$ cat config.mk
export PLATFORM = sky130hd
export DESIGN_NAME = deci32_accum_flat
export DESIGN_NICKNAME = d
export VERILOG_FILES = /design/src/rtl/deci32_accum_if.sv /design/src/rtl/deci32_accum.sv /design/src/flat_wrapper.sv
export SDC_FILE = /design/constraint.sdc
export NUM_CORES = 2
export LEC_CHECK = 0
export BUFFER_PORTS_ARGS = -buffer_cell sky130_fd_sc_hd__buf_4
export CAP_MARGIN = 20
export CELL_PAD_IN_SITES_DETAIL_PLACEMENT = 0
export CELL_PAD_IN_SITES_GLOBAL_PLACEMENT = 1
export CORE_MARGIN = 5
export CORE_UTILIZATION = 30
export DETAILED_ROUTE_END_ITERATION = 10
export PLACE_DENSITY_LB_ADDON = 0.1
export SYNTH_ARGS = -nofsm -noshare
export SYNTH_HDL_FRONTEND = slang
export SYNTH_SLANG_ARGS = --single-unit
$ cat constraint.sdc
create_clock -name clk -period 46.7 [get_ports clk]
set_clock_uncertainty 0.1 [all_clocks]
set_input_delay 2.335 -clock clk [delete_from_list [all_inputs] [get_ports clk]]
set_output_delay 2.335 -clock clk [all_outputs]
set_load 0.01 [all_outputs]
$ cat src/rtl/deci32_accum_if.sv
// Bus between the DSD decimation accumulator, its coefficient ROM and the PCM consumer.
interface deci32_accum_if #(
  parameter int unsigned OUT_W = 24
) ();
  logic                    dsd_l;
  logic                    dsd_r;
  logic                    dsd_valid;
  logic [3:0]              rom_addr;
  logic [9:0]              rom_x;
  logic [9:0]              rom_y;
  logic [319:0]            rom_tap_left;
  logic [319:0]            rom_tap_right;
  logic signed [OUT_W-1:0] pcm_l;
  logic signed [OUT_W-1:0] pcm_r;
  logic                    pcm_valid;
  logic                    busy;
  logic                    overrun;
  logic                    overrun_clr;

  // Environment side: supplies DSD bits and ROM taps, consumes PCM.
  modport master (
    output dsd_l, dsd_r, dsd_valid, rom_tap_left, rom_tap_right, overrun_clr,
    input  rom_addr, rom_x, rom_y, pcm_l, pcm_r, pcm_valid, busy, overrun
  );

  // Accumulator side.
  modport slave (
    input  dsd_l, dsd_r, dsd_valid, rom_tap_left, rom_tap_right, overrun_clr,
    output rom_addr, rom_x, rom_y, pcm_l, pcm_r, pcm_valid, busy, overrun
  );
endinterface

$ cat src/rtl/deci32_accum.sv
// Stereo DSD-to-PCM decimation accumulator. Shifts 1-bit DSD into a 160-bit history, snapshots
// it every DECIM bits, sweeps the 16-entry coefficient ROM (10 phases per entry) and emits a
// saturated, shifted PCM sample per channel.
module deci32_accum #(
  parameter int unsigned DECIM = 32,
  parameter int unsigned ACC_W = 40,
  parameter int unsigned SHIFT = 7,
  parameter int unsigned OUT_W = 24
) (
  input logic            clk,
  input logic            rst,
  deci32_accum_if.slave  bus
);

  localparam int unsigned NTAP  = 160;
  localparam int unsigned NPH   = 10;
  localparam int unsigned TAP_W = 32;

  localparam logic [NTAP-1:0] SILENCE  = {80{2'b10}};
  localparam logic [7:0]      LAST_BIT = 8'(DECIM - 1);

  localparam logic signed [ACC_W-1:0] PCM_MAX = {{(ACC_W-OUT_W+1){1'b0}}, {(OUT_W-1){1'b1}}};
  localparam logic signed [ACC_W-1:0] PCM_MIN = {{(ACC_W-OUT_W+1){1'b1}}, {(OUT_W-1){1'b0}}};

  typedef enum logic [1:0] {StIdle, StAccum, StOutp} state_e;

  state_e                  state_q, state_d;
  logic [NTAP-1:0]         hist_l_q, hist_l_d, hist_r_q, hist_r_d;
  logic [NTAP-1:0]         snap_l_q, snap_l_d, snap_r_q, snap_r_d;
  logic [7:0]              bit_cnt_q, bit_cnt_d;
  logic signed [ACC_W-1:0] acc_l_q, acc_l_d, acc_r_q, acc_r_d;
  logic [3:0]              addr_q, addr_d;
  logic signed [OUT_W-1:0] pcm_l_q, pcm_l_d, pcm_r_q, pcm_r_d;
  logic                    pcm_valid_q, pcm_valid_d;
  logic                    overrun_q, overrun_d;

  logic                    trigger;
  logic signed [ACC_W-1:0] tap_sum_l, tap_sum_r;
  logic signed [ACC_W-1:0] acc_l_sum, acc_r_sum;
  logic [7:0]              base;
  logic [NPH-1:0]          rom_x, rom_y;

  // The oldest history bit is shifted out and never reaches a snapshot.
  logic unused_hist;
  assign unused_hist = hist_l_q[NTAP-1] ^ hist_r_q[NTAP-1];

  function automatic logic signed [OUT_W-1:0] saturate(input logic signed [ACC_W-1:0] v);
    logic signed [ACC_W-1:0] s;
    s = v >>> SHIFT;
    if (s > PCM_MAX) return PCM_MAX[OUT_W-1:0];
    if (s < PCM_MIN) return PCM_MIN[OUT_W-1:0];
    return s[OUT_W-1:0];
  endfunction

  assign trigger = bus.dsd_valid && (bit_cnt_q == LAST_BIT);

  // History shift, bit counter and sticky overrun flag run regardless of FSM state.
  always_comb begin
    hist_l_d  = hist_l_q;
    hist_r_d  = hist_r_q;
    bit_cnt_d = bit_cnt_q;
    overrun_d = overrun_q;
    if (bus.dsd_valid) begin
      hist_l_d  = {hist_l_q[NTAP-2:0], bus.dsd_l};
      hist_r_d  = {hist_r_q[NTAP-2:0], bus.dsd_r};
      bit_cnt_d = trigger ? 8'd0 : bit_cnt_q + 8'd1;
    end
    if (bus.overrun_clr) overrun_d = 1'b0;
    // Set wins over a same-cycle clear.
    if (trigger && (state_q != StIdle)) overrun_d = 1'b1;
  end

  // Sign-extend and add the ten phase taps of the current ROM word, per channel.
  always_comb begin
    tap_sum_l = '0;
    tap_sum_r = '0;
    for (int k = 0; k < NPH; k++) begin
      tap_sum_l = tap_sum_l + ACC_W'($signed(bus.rom_tap_left[TAP_W*k +: TAP_W]));
      tap_sum_r = tap_sum_r + ACC_W'($signed(bus.rom_tap_right[TAP_W*k +: TAP_W]));
    end
    acc_l_sum = acc_l_q + tap_sum_l;
    acc_r_sum = acc_r_q + tap_sum_r;
  end

  // ROM sign selects: the ten snapshot bits belonging to the current address, zero otherwise.
  always_comb begin
    base  = 8'(addr_q) * 8'd10;
    rom_x = '0;
    rom_y = '0;
    if (state_q == StAccum) begin
      rom_x = snap_l_q[base +: NPH];
      rom_y = snap_r_q[base +: NPH];
    end
  end

  // Sequencer: snapshot on trigger, 16 accumulate cycles, one output cycle.
  always_comb begin
    state_d     = state_q;
    snap_l_d    = snap_l_q;
    snap_r_d    = snap_r_q;
    acc_l_d     = acc_l_q;
    acc_r_d     = acc_r_q;
    addr_d      = addr_q;
    pcm_l_d     = pcm_l_q;
    pcm_r_d     = pcm_r_q;
    pcm_valid_d = 1'b0;
    unique case (state_q)
      StIdle: begin
        if (trigger) begin
          snap_l_d = hist_l_d;
          snap_r_d = hist_r_d;
          acc_l_d  = '0;
          acc_r_d  = '0;
          addr_d   = 4'd0;
          state_d  = StAccum;
        end
      end
      StAccum: begin
        acc_l_d = acc_l_sum;
        acc_r_d = acc_r_sum;
        addr_d  = addr_q + 4'd1;
        if (addr_q == 4'd15) begin
          // Register the final sum on the last accumulate edge so pcm_valid is seen during
          // the single output cycle, 17 cycles after the trigger edge.
          pcm_l_d     = saturate(acc_l_sum);
          pcm_r_d     = saturate(acc_r_sum);
          pcm_valid_d = 1'b1;
          state_d     = StOutp;
        end
      end
      StOutp: begin
        addr_d  = 4'd0;
        state_d = StIdle;
      end
      default: state_d = StIdle;
    endcase
  end

  // State registers; reset aborts any block in flight.
  always_ff @(posedge clk or posedge rst) begin
    if (rst) begin
      state_q     <= StIdle;
      hist_l_q    <= SILENCE;
      hist_r_q    <= SILENCE;
      snap_l_q    <= SILENCE;
      snap_r_q    <= SILENCE;
      bit_cnt_q   <= 8'd0;
      acc_l_q     <= '0;
      acc_r_q     <= '0;
      addr_q      <= 4'd0;
      pcm_l_q     <= '0;
      pcm_r_q     <= '0;
      pcm_valid_q <= 1'b0;
      overrun_q   <= 1'b0;
    end else begin
      state_q     <= state_d;
      hist_l_q    <= hist_l_d;
      hist_r_q    <= hist_r_d;
      snap_l_q    <= snap_l_d;
      snap_r_q    <= snap_r_d;
      bit_cnt_q   <= bit_cnt_d;
      acc_l_q     <= acc_l_d;
      acc_r_q     <= acc_r_d;
      addr_q      <= addr_d;
      pcm_l_q     <= pcm_l_d;
      pcm_r_q     <= pcm_r_d;
      pcm_valid_q <= pcm_valid_d;
      overrun_q   <= overrun_d;
    end
  end

  assign bus.rom_addr  = addr_q;
  assign bus.rom_x     = rom_x;
  assign bus.rom_y     = rom_y;
  assign bus.pcm_l     = pcm_l_q;
  assign bus.pcm_r     = pcm_r_q;
  assign bus.pcm_valid = pcm_valid_q;
  assign bus.busy      = (state_q != StIdle);
  assign bus.overrun   = overrun_q;

endmodule

$ cat src/flat_wrapper.sv
// flat-port wrapper written by rule: the top's interface ports become plain ports
module deci32_accum_flat 
#(
  parameter int unsigned DECIM = 32,
  parameter int unsigned ACC_W = 40,
  parameter int unsigned SHIFT = 7,
  parameter int unsigned OUT_W = 24
)
  (clk, rst, bus_dsd_l, bus_dsd_r, bus_dsd_valid, bus_rom_tap_left, bus_rom_tap_right, bus_overrun_clr, bus_rom_addr, bus_rom_x, bus_rom_y, bus_pcm_l, bus_pcm_r, bus_pcm_valid, bus_busy, bus_overrun);
  deci32_accum_if #(.OUT_W(OUT_W)) bus_i ();
  input logic clk;
  input logic rst;
  input wire logic [$bits(bus_i.dsd_l)-1:0] bus_dsd_l;
  input wire logic [$bits(bus_i.dsd_r)-1:0] bus_dsd_r;
  input wire logic [$bits(bus_i.dsd_valid)-1:0] bus_dsd_valid;
  input wire logic [$bits(bus_i.rom_tap_left)-1:0] bus_rom_tap_left;
  input wire logic [$bits(bus_i.rom_tap_right)-1:0] bus_rom_tap_right;
  input wire logic [$bits(bus_i.overrun_clr)-1:0] bus_overrun_clr;
  output wire logic [$bits(bus_i.rom_addr)-1:0] bus_rom_addr;
  output wire logic [$bits(bus_i.rom_x)-1:0] bus_rom_x;
  output wire logic [$bits(bus_i.rom_y)-1:0] bus_rom_y;
  output wire logic [$bits(bus_i.pcm_l)-1:0] bus_pcm_l;
  output wire logic [$bits(bus_i.pcm_r)-1:0] bus_pcm_r;
  output wire logic [$bits(bus_i.pcm_valid)-1:0] bus_pcm_valid;
  output wire logic [$bits(bus_i.busy)-1:0] bus_busy;
  output wire logic [$bits(bus_i.overrun)-1:0] bus_overrun;
  assign bus_i.dsd_l = bus_dsd_l;
  assign bus_i.dsd_r = bus_dsd_r;
  assign bus_i.dsd_valid = bus_dsd_valid;
  assign bus_i.rom_tap_left = bus_rom_tap_left;
  assign bus_i.rom_tap_right = bus_rom_tap_right;
  assign bus_i.overrun_clr = bus_overrun_clr;
  assign bus_rom_addr = bus_i.rom_addr;
  assign bus_rom_x = bus_i.rom_x;
  assign bus_rom_y = bus_i.rom_y;
  assign bus_pcm_l = bus_i.pcm_l;
  assign bus_pcm_r = bus_i.pcm_r;
  assign bus_pcm_valid = bus_i.pcm_valid;
  assign bus_busy = bus_i.busy;
  assign bus_overrun = bus_i.overrun;
  deci32_accum #(.DECIM(DECIM), .ACC_W(ACC_W), .SHIFT(SHIFT), .OUT_W(OUT_W)) u_core (.clk(clk), .rst(rst), .bus(bus_i));
endmodule
==> flow_summary_export.csv <==
group,metric,value,unit
run_status,outcome,"finished clean",
routing,finalWirelength,151000,um
critical_path,cp_num_buf_inv,7,
critical_path,timing.critical_path.fanout_max,23,
grt,globalRoute.totalOverflow,0,
logic_synthesis,mappedNetlistNets,5585,
timing,setup_viol,0,
hold_path,worstHoldPathType,"reg -> reg",
clock_tree,cts_hold_buffers,0,
logic_synthesis,sequential_to_total_area_share_from_yosys_stat,37.8,%
placed_design,detailed_place_hpwl,119000,um
clock_tree,post_cts_resized,0,
clock_tree,cts_tree,"yes",
logic_synthesis,mappedNetlistArea,0.0530,mm^2
floorplanning,row_count,154,
critical_path,worstSetupStartpointType,"input pin",
clock_tree,clk_pin_slew_worst_paths,0.05,ns
timing,rsz0062_at_grt,"no",
clock_tree,clock-sinks,784,
grt,grt_util_all_layers,16.2,%
routing,dr_total_vias,33600,
routing,antenna_left,0,
critical_path,ff2ff_path_depth,21,
critical_path,r2r-start,"u_core.acc_l_q[2]$_DFFE_PP0P_",
logic_synthesis,avgSynthCellArea,12.5,um^2
routing,drt_drc_violations_left,0,
clock_tree,total_number_of_h_tree_levels,3,
logic_synthesis,synth_flop_cell,"dfrtp_1",
critical_path,critical-path-max-stage-delay,0.62,ns
logic_synthesis,synthDistinctLibCells,79,
timing,hold_violation_count_in_the_final_report,0,
timing,period_minus_slack,11.50,ns
critical_path,critPathKind,"in -> reg",
critical_path,worst-endpoint-required,47.12,ns
critical_path,rr_endpoint,"u_core.bus.pcm_l[6]$_DFFE_PP0P_",
clock_tree,cts_setup_buffers,0,
critical_path,path_delay_family,"compound AO/OA/AOI/OAI gates",
logic_synthesis,ys_async_sr_fraction,100,%
grt,wire_length_of_the_first_global_routing_pass,234000,um
timing,timing_max_transition_violations_final,0,
clock_tree,cts_root_buffer,"clkbuf_16",
clock_tree,clock_insertion_delay_worst_skew,0.68,ns
layout,nets,6284,
timing,max-slew-margin-rel,31.0,%
logic_synthesis,syn_inst,4225,
timing,layout_worst_path_cycle_share,24.6,%
layout,synthToLayoutAreaGrowth,21.3,%
timing,crit_path_setup_slack_layout,35.20,ns
placed_design,place_worst_setup_slack,34.49,ns
floorplanning,core_area,0.176,mm^2
logic_synthesis,synth_edf_count,0,
critical_path,cp-endpoint,"u_core.bus.pcm_l[6]$_DFFE_PP0P_",
routing,drt_pass1_iterations,7,
routing,routedWlPerCell,20.6,um
critical_path,worstPathArrival,11.92,ns
timing,finalSetupTns,0,ns
routing,drt_iter0_drc,1229,
grt,initial_antenna_violation_count,3,
floorplanning,die-area,0.185,mm^2
layout,drive_above_1_share,40.0,%
timing,timing.fmax,87.0,MHz
floorplanning,design.portCount,721,
timing,worst-slew-pin-transition,1.04,ns
placed_design,gpl.final_weighted_congestion,0.802,
logic_synthesis,ys_seq_elements,784,
critical_path,timing.critical_path.to_type,"flip-flop",
grt,first_global_vias,37600,
clock_tree,numCtsBuffers,96,
floorplanning,dieWidth,430,um
grt,grt_max_degree,149,
flow_run,max_cap_violations,0,
placed_design,numPortBuffers,720,
floorplanning,initial_core_util,30.1,%
critical_path,setup.worst_path.start,"bus_rom_tap_left[1]",
critical_path,ff2ff_setup_slack,39.76,ns
critical_path,timing.critical_path.slowest_stage_cell,"o31ai_1",
routing,viasPerCell,4.57,
clock_tree,cts-root-to-sink-buffers,3,
critical_path,path_depth,35,
logic_synthesis,yosysWarningCount,0,
floorplanning,die_y,430,um
-- through the flow --
stage	util, %	hold slack (ns)	area (um^2)	std cells
2_1_floorplan	-	0.342	53000	4225
3_3_place_gp	34.7	0.361	61000	7165
3_5_place_dp	34.7	0.361	61100	7166
4_1_cts	36.5	0.371	64300	7344
5_1_grt	36.5	0.376	64300	7346
6_report	36.5	0.366	64300	7347
-- final cells by class --
class / instances / area (um^2)
Sequential cell: 784 / 20000
Timing Repair Buffer: 751 / 5690
Tap cell: 2340 / 2930
Clock inverter: 35 / 424
Antenna cell: 3 / 7.51
Multi-Input combinational cell: 2593 / 29800
Fill cell: 17300 / 112000
Clock buffer: 143 / 2770
Inverter: 698 / 2630
-- how the worst min path moves through the flow --
stage	startpoint	to	slack, ns	depth (start not counted)
after floorplan	u_core.bit_cnt_q[7]$_DFFE_PP0P_	u_core.bit_cnt_q[7]$_DFFE_PP0P_	0.34	1
after global placement	u_core.bit_cnt_q[7]$_DFFE_PP0P_	u_core.bit_cnt_q[7]$_DFFE_PP0P_	0.36	1
after detailed placement	u_core.bit_cnt_q[7]$_DFFE_PP0P_	u_core.bit_cnt_q[7]$_DFFE_PP0P_	0.36	1
after CTS	u_core.bit_cnt_q[7]$_DFFE_PP0P_	u_core.bit_cnt_q[7]$_DFFE_PP0P_	0.37	1
after global routing	u_core.bit_cnt_q[7]$_DFFE_PP0P_	u_core.bit_cnt_q[7]$_DFFE_PP0P_	0.38	1
final	u_core.bit_cnt_q[7]$_DFFE_PP0P_	u_core.bit_cnt_q[7]$_DFFE_PP0P_	0.37	1
-- placed cells by master (no fill, tap or decap), types with 18 or more instances in the layout --
cell,synthesis,routed
nand3_1,65,65
o211ai_1,18,18
xnor2_1,79,79
nor2_1,97,97
fa_1,564,564
a21oi_1,128,128
ha_1,150,150
a31oi_1,19,18
xor2_1,54,54
o31ai_1,46,46
inv_1,697,696
a21o_1,64,64
nand2_1,120,119
clkbuf_1,118,28
mux4_2,100,100
o21ai_0,103,102
and2_1,32,31
buf_4,2,746
nand4_1,24,24
a221o_1,24,24
nor3_1,32,32
nand2b_1,33,32
clkbuf_16,0,96
dfrtp_1,464,461
mux2_2,642,642
dfstp_2,320,320
clkbuf_8,0,19
-- routing by layer --
| metal | vias to the layer above | track usage, % | routed length, um | part of all wire (%) |
|---|---|---|---|---|
| met5 | - | 0 | 0 | 0 |
| met4 | 0 | 3.93 | 3240 | 2.1 |
| met3 | 146 | 2.01 | 4830 | 3.2 |
| met2 | 588 | 28.4 | 77000 | 51 |
| met1 | 17300 | 21.4 | 66300 | 44 |
| li1 | 15600 | - | - | - |
-- synthesized netlist by cell type (all sizes together), types with 21 or more instances --
| cell type | instances | area [um^2] |
|---|---|---|
| a31oi | 21 | 144 |
| nand3 | 66 | 335 |
| dfrtp | 464 | 11600 |
| ha | 150 | 1880 |
| and2 | 32 | 200 |
| nand4 | 24 | 150 |
| a221o | 24 | 240 |
| fa | 564 | 11300 |
| buf | 30 | 140 |
| clkbuf | 120 | 453 |
| dfstp | 320 | 8410 |
| nor2 | 97 | 364 |
| mux4 | 100 | 2250 |
| nand2 | 120 | 450 |
| mux2 | 642 | 7230 |
| nor3 | 32 | 160 |
| a21oi | 130 | 658 |
| xor2 | 54 | 473 |
| a21o | 64 | 480 |
| inv | 697 | 2620 |
| o31ai | 47 | 358 |
| o21ai | 119 | 626 |
| nand2b | 33 | 206 |
| xnor2 | 79 | 692 |
-- kinds of logic (layout without fill, tap and decap cells) --
| kind of cell | after synthesis | in the layout | synth area share [%] |
|---|---|---|---|
| buf+inv | 848 | 1627 | 6.06 |
| mux | 745 | 745 | 18.0 |
| flops | 784 | 784 | 37.8 |
| compound gates | 526 | 526 | 6.71 |
| fa+ha+maj | 714 | 714 | 24.9 |
| simple gates | 475 | 475 | 4.43 |
| xor+xnor | 133 | 133 | 2.20 |
| other cells | 0 | 3 | 0 |
-- state kept, by name, summed over array words and instances (netlist names), 2 cells and up --
| name | flops |
|---|---|
| u_core.acc_l_q | 40 |
| u_core.acc_r_q | 40 |
| u_core.bit_cnt_q | 8 |
| u_core.bus.pcm_l | 24 |
| u_core.bus.pcm_r | 24 |
| u_core.bus.rom_addr | 4 |
| u_core.hist_l_q | 160 |
| u_core.hist_r_q | 160 |
| u_core.snap_l_q | 160 |
| u_core.snap_r_q | 160 |
| u_core.state_q | 2 |
Power is left out: the tool's default activity adds up to more than one toggle a clock period on the data nets, which glitch-free logic cannot reach.
